## config.mk

```make
export PLATFORM = sky130hd
export DESIGN_NAME = wb_port_arbiter_flat
export DESIGN_NICKNAME = d
export VERILOG_FILES = /design/src/rtl/wb_port_arbiter_if.sv /design/src/rtl/wb_port_arbiter.sv /design/src/flat_wrapper.sv
export SDC_FILE = /design/constraint.sdc
export NUM_CORES = 1
export LEC_CHECK = 0
export CORE_ASPECT_RATIO = 0.5
export CORE_MARGIN = 3
export CORE_UTILIZATION = 39
export DETAILED_ROUTE_END_ITERATION = 10
export PLACE_DENSITY = 0.88
export SKIP_CTS_REPAIR_TIMING = 1
export SYNTH_ARGS = -nofsm -noshare
export SYNTH_HDL_FRONTEND = slang
export SYNTH_SLANG_ARGS = --single-unit
```

## constraint.sdc

```tcl
create_clock -name clk -period 3.6 [get_ports clk]
set_clock_uncertainty 0.2 [all_clocks]
set_input_delay 1.08 -clock clk [delete_from_list [all_inputs] [get_ports clk]]
set_output_delay 1.08 -clock clk [all_outputs]
set_load 0.02 [all_outputs]
```

## src/rtl/wb_port_arbiter_if.sv

```systemverilog
// Writeback-port bundle: requester handshakes on one side, register-file write port on the other.
// The arbiter attaches through the slave modport; the requester/regfile side uses master.
interface wb_port_arbiter_if #(
    parameter int NREQ = 3,
    parameter int AW   = 5,
    parameter int DW   = 32
);
    logic [NREQ-1:0]    req_valid;
    logic [NREQ-1:0]    req_ready;
    logic [NREQ*AW-1:0] req_addr;
    logic [NREQ*DW-1:0] req_data;
    logic               hold;
    logic               flush;
    logic               wen;
    logic [AW-1:0]      waddr;
    logic [DW-1:0]      wdata;
    logic [NREQ-1:0]    grant;

    modport slave (
        input  req_valid, req_addr, req_data, hold, flush,
        output req_ready, wen, waddr, wdata, grant
    );

    modport master (
        output req_valid, req_addr, req_data, hold, flush,
        input  req_ready, wen, waddr, wdata, grant
    );
endinterface

```

## src/rtl/wb_port_arbiter.sv

```systemverilog
// Round-robin arbiter sharing one register-file write port among NREQ writeback sources,
// with a one-deep registered output stage, x0 write suppression, hold and flush.
module wb_port_arbiter #(
    parameter int NREQ = 3,
    parameter int AW   = 5,
    parameter int DW   = 32
) (
    input  logic              clk,
    input  logic              rst,
    wb_port_arbiter_if.slave  bus
);
    localparam int PW = (NREQ > 1) ? $clog2(NREQ) : 1;

    logic [PW-1:0]   rr_ptr_reg, rr_ptr_next;
    logic            wen_reg, wen_next;
    logic [AW-1:0]   waddr_reg, waddr_next;
    logic [DW-1:0]   wdata_reg, wdata_next;
    logic [NREQ-1:0] grant_reg, grant_next;

    logic [PW-1:0]   cand_idx [NREQ];
    logic [NREQ-1:0] cand_valid;
    logic [NREQ-1:0] ready_vec;
    logic [NREQ-1:0] sel_onehot;
    logic [PW-1:0]   sel;
    logic            found;
    logic            accept;
    logic [AW-1:0]   sel_addr;
    logic [DW-1:0]   sel_data;

    // Candidate k is requester (rr_ptr + k) mod NREQ; rr_ptr never exceeds NREQ-1.
    genvar gi;
    generate
        for (gi = 0; gi < NREQ; gi++) begin : g_cand
            logic [PW:0] sum;
            assign sum            = {1'b0, rr_ptr_reg} + (PW+1)'(gi);
            assign cand_idx[gi]   = (sum >= (PW+1)'(NREQ)) ? PW'(sum - (PW+1)'(NREQ)) : PW'(sum);
            assign cand_valid[gi] = bus.req_valid[cand_idx[gi]];
        end
    endgenerate

    always_comb begin
        found = 1'b0;
        sel   = '0;
        for (int k = NREQ - 1; k >= 0; k--) begin
            if (cand_valid[k]) begin
                found = 1'b1;
                sel   = cand_idx[k];
            end
        end
    end

    // Ready stays low throughout reset even though it is purely combinational.
    assign accept = rst & found & ~bus.hold & ~bus.flush;

    generate
        for (gi = 0; gi < NREQ; gi++) begin : g_ready
            assign sel_onehot[gi] = (sel == PW'(gi));
            assign ready_vec[gi]  = accept & sel_onehot[gi];
        end
    endgenerate

    assign bus.req_ready = ready_vec;
    assign sel_addr      = bus.req_addr[int'(sel)*AW +: AW];
    assign sel_data      = bus.req_data[int'(sel)*DW +: DW];

    always_comb begin
        rr_ptr_next = rr_ptr_reg;
        wen_next    = wen_reg;
        waddr_next  = waddr_reg;
        wdata_next  = wdata_reg;
        grant_next  = grant_reg;
        if (bus.flush) begin
            wen_next = 1'b0;
        end else if (bus.hold) begin
            wen_next = wen_reg;
        end else if (accept) begin
            // x0 writes still complete the handshake but never reach the register file.
            wen_next    = (sel_addr != '0);
            waddr_next  = sel_addr;
            wdata_next  = sel_data;
            grant_next  = sel_onehot;
            rr_ptr_next = (sel == PW'(NREQ - 1)) ? '0 : sel + 1'b1;
        end else begin
            wen_next = 1'b0;
        end
    end

    always_ff @(posedge clk or negedge rst) begin
        if (!rst) begin
            rr_ptr_reg <= '0;
            wen_reg    <= 1'b0;
            waddr_reg  <= '0;
            wdata_reg  <= '0;
            grant_reg  <= '0;
        end else begin
            rr_ptr_reg <= rr_ptr_next;
            wen_reg    <= wen_next;
            waddr_reg  <= waddr_next;
            wdata_reg  <= wdata_next;
            grant_reg  <= grant_next;
        end
    end

    assign bus.wen   = wen_reg;
    assign bus.waddr = waddr_reg;
    assign bus.wdata = wdata_reg;
    assign bus.grant = grant_reg;
endmodule

```

## src/flat_wrapper.sv

```systemverilog
// flat-port wrapper written by rule: the top's interface ports become plain ports
module wb_port_arbiter_flat 
#(
    parameter int NREQ = 3,
    parameter int AW   = 5,
    parameter int DW   = 32
)
  (clk, rst, bus_req_valid, bus_req_addr, bus_req_data, bus_hold, bus_flush, bus_req_ready, bus_wen, bus_waddr, bus_wdata, bus_grant);
  wb_port_arbiter_if #(.NREQ(NREQ), .AW(AW), .DW(DW)) bus_i ();
  input  logic clk;
  input  logic rst;
  input wire logic [$bits(bus_i.req_valid)-1:0] bus_req_valid;
  input wire logic [$bits(bus_i.req_addr)-1:0] bus_req_addr;
  input wire logic [$bits(bus_i.req_data)-1:0] bus_req_data;
  input wire logic [$bits(bus_i.hold)-1:0] bus_hold;
  input wire logic [$bits(bus_i.flush)-1:0] bus_flush;
  output wire logic [$bits(bus_i.req_ready)-1:0] bus_req_ready;
  output wire logic [$bits(bus_i.wen)-1:0] bus_wen;
  output wire logic [$bits(bus_i.waddr)-1:0] bus_waddr;
  output wire logic [$bits(bus_i.wdata)-1:0] bus_wdata;
  output wire logic [$bits(bus_i.grant)-1:0] bus_grant;
  assign bus_i.req_valid = bus_req_valid;
  assign bus_i.req_addr = bus_req_addr;
  assign bus_i.req_data = bus_req_data;
  assign bus_i.hold = bus_hold;
  assign bus_i.flush = bus_flush;
  assign bus_req_ready = bus_i.req_ready;
  assign bus_wen = bus_i.wen;
  assign bus_waddr = bus_i.waddr;
  assign bus_wdata = bus_i.wdata;
  assign bus_grant = bus_i.grant;
  wb_port_arbiter #(.NREQ(NREQ), .AW(AW), .DW(DW)) u_core (.clk(clk), .rst(rst), .bus(bus_i));
endmodule
```

==> results.json <==
{
  "htreeDepth": 2,
  "fill_cells": 476,
  "relSlewSlack": 0.527,
  "antenna_found_initial": 0,
  "dp_hpwl_mm": 6.65,
  "power_frac_comb": 0.678,
  "largest_reg_flops": 32,
  "path_max_fanout": 5,
  "dieArea_mm2": 0.00830,
  "drc": 0,
  "violations": "negative setup slack",
  "tightest_slew_ns": 0.710,
  "busiest_layer": "met2",
  "start_util": 0.410,
  "power_frac_clock": 0.129,
  "setup_tns_ns": -0.0456,
  "drv_cap": 0,
  "final_nets": 553,
  "wirelength_mm": 8.83,
  "overflow": 0,
  "total_power_w": 0.00406,
  "path_clk_slew_ns": 0.06,
  "dieHeight_um": 65.9,
  "start_kind": "input port",
  "p_leak_nw": 2.23,
  "io_buffer_count": 161,
  "synthesis.nets": 383,
  "worst_ep_required_time_ns": 2.32,
  "grt_start_max_net_pins": 79,
  "syn_avg_cell_area_um2": 10.7,
  "ys_ff_latch": 41,
  "rsz0062_at_grt": "true",
  "use_met3": 0.0371,
  "syn2layout_area_growth_pct": 71.5,
  "grt_pass1_wl_mm": 12.8,
  "synthTopCellsByArea": "dfrtp_1 (37%), mux2_4 (17%), mux2i_1 (14%)",
  "io_pins": 162,
  "netlist_area_mm2": 0.00280,
  "antenna_cells": 0,
  "final_core_util": 0.704,
  "drt_iter0_drc": 108,
  "grt_use_total": 0.194,
  "max-vdd-ir-drop_mv": 0.500,
  "core_mm2": 0.00683,
  "ys_types": 42,
  "yosysTopAreaCell": "dfrtp_1",
  "fin_ws_ns": -0.0369,
  "period_minus_slack_ns": 3.64,
  "slew_violations": 0,
  "gr-usage-met2": 0.385,
  "die_w_um": 126,
  "intPower_w": 0.00244,
  "p_sw_w": 0.00163,
  "p_seq_frac": 0.193,
  "status": "finished, violations left",
  "cts_num_sinks": 41,
  "endpoint_kind": "output port",
  "place.gp.congestion": 0.941,
  "dr.pass1.iters": 4,
  "switching_share": 0.400,
  "root_buffer": "clkbuf_16",
  "grt_pass1_vias": 2643,
  "crit_arrival_ns": 2.36,
  "finalCritPeriodShare": 1.01,
  "clock_latency_ns": 0.28,
  "syn_inst": 262,
  "wl_per_cell_um": 16.8,
  "finalSetupViolCount": 2,
  "ys_warn_count": 0,
  "viasPerCell": 5.04,
  "numCtsBuffers": 5,
  "fp-row-count": 21,
  "synth_top_area_share": 0.366,
  "powerDensity_mw_per_mm2": 846,
  "worstSetupPathType": "in2out",
  "clockBufferDepth": 2,
  "register_area_mm2": 0.00103,
  "vias": 2646,
  "cts_tree": "yes",
  "seq_area_frac_synth": 0.366,
  "clock.fmax_ghz": 0.275,
  "multi_input_area_mm2": 0.00171,
  "grt_use_met1": 0.209,
  "hold_class": "reg2reg",
  "drt.antenna.violating_nets": 0,
  "hold_violations": 0,
  "drive_gt1_frac": 0.208
}
cell usage after synthesis (all sizes together):
cell and number:
nand2 43, dfrtp 41, mux2i 38, o21ai 38, mux2 36, buf 13
clkbuf 7, a21o 4, a21oi 4, nor3 4, ha 3, inv 3
nor3b 3, a22o 2, and2b 2, nand2b 2, nand3 2, nor2b 2
nor4 2, o211ai 2, o22ai 2, a2111oi 1, a22oi 1, a2bb2oi 1
a31oi 1, a41o 1, and3 1, nand3b 1, nor2 1, o31ai 1
logic make-up after synthesis:
kind of cell | after synthesis | share of synthesized area
multiplexers | 74 | 0.322
AND/OR/NAND/NOR | 63 | 0.107
AO/OA/AOI/OAI | 58 | 0.129
flip-flops | 41 | 0.366
buffers and inverters | 23 | 0.0620
adder cells (fa/ha/maj) | 3 | 0.0134
path summary, 6_finish.rpt:
path,slack (ns),startpoint,end,cells after the start
max,-0.04,bus_req_valid[1],bus_req_ready[0],8
max in group asynchronous,2.13,rst,u_core.bus.wdata[1]$_DFFE_PN0P_,2
min,0.28,u_core.bus.wdata[30]$_DFFE_PN0P_,u_core.bus.wdata[30]$_DFFE_PN0P_,2
min reg2reg,0.28,u_core.bus.wdata[30]$_DFFE_PN0P_,u_core.bus.wdata[30]$_DFFE_PN0P_,2
min in group asynchronous,0.71,rst,u_core.bus.wdata[14]$_DFFE_PN0P_,2
max reg2reg,0.49,u_core.rr_ptr_reg[1]$_DFFE_PN0P_,u_core.bus.waddr[4]$_DFFE_PN0P_,10
layout make-up:
cell class / count / share of cell area
clock buffer: 7 / 0.0297
clock inverter: 1 / 0.00625
inverter: 3 / 0.00234
multi-input combinational: 198 / 0.355
sequential: 41 / 0.213
tap: 92 / 0.0239
timing repair buffer: 183 / 0.370
layout by cell type, fill, tap and decap left out, drive strengths merged, types with 2 or more instances in the layout:
master / instances
dfrtp: 41
nor2b: 2
nand3: 2
and2b: 2
o22ai: 2
buf: 28
a21o: 4
clkbuf: 8
nor3: 4
mux2: 36
o21ai: 38
ha: 3
inv: 3
o211ai: 2
clkdlybuf4s50: 154
nand2: 43
a22o: 2
nor3b: 3
mux2i: 38
a21oi: 4
nand2b: 2
nor4: 2
routing by layer:
layer  vias up  routed length, um
met5         -                  0
met4         0                225
met3        18                212
met2        60               4940
met1      1293               3450
li1       1275                  -
worst max-delay path, stage by stage:
cell and delay (ns):
buf_8 0.11, and2b_2 0.22, a2bb2oi_2 0.17, nand3_4 0.10, buf_6 0.13, o211ai_4 0.28
nor3b_2 0.09, buf_4 0.17
power groups by stage:
stage          Sequential (W)  Clock (W)  Combinational (W)
2_1_floorplan         0.00105          0            0.00154
4_1_cts              0.000787   0.000527            0.00266
6_report             0.000784   0.000525            0.00276
3_3_place_gp         0.000779          0            0.00259
3_5_place_dp         0.000790          0            0.00264
5_1_grt              0.000812   0.000558            0.00292
metrics by stage:
stage,area (um^2),worst slack (ns),cells,hold WS [ns]
final,4810,-0.0369,525,0.280
after global routing,4810,-0.0759,525,0.302
after global placement,4530,-0.831,515,0.266
after detailed placement,4530,-0.906,515,0.270
after CTS,4710,-0.925,523,0.288
after floorplan,2820,0.0230,262,0.390
No activity file was read; power rests on OpenSTA's default activity.
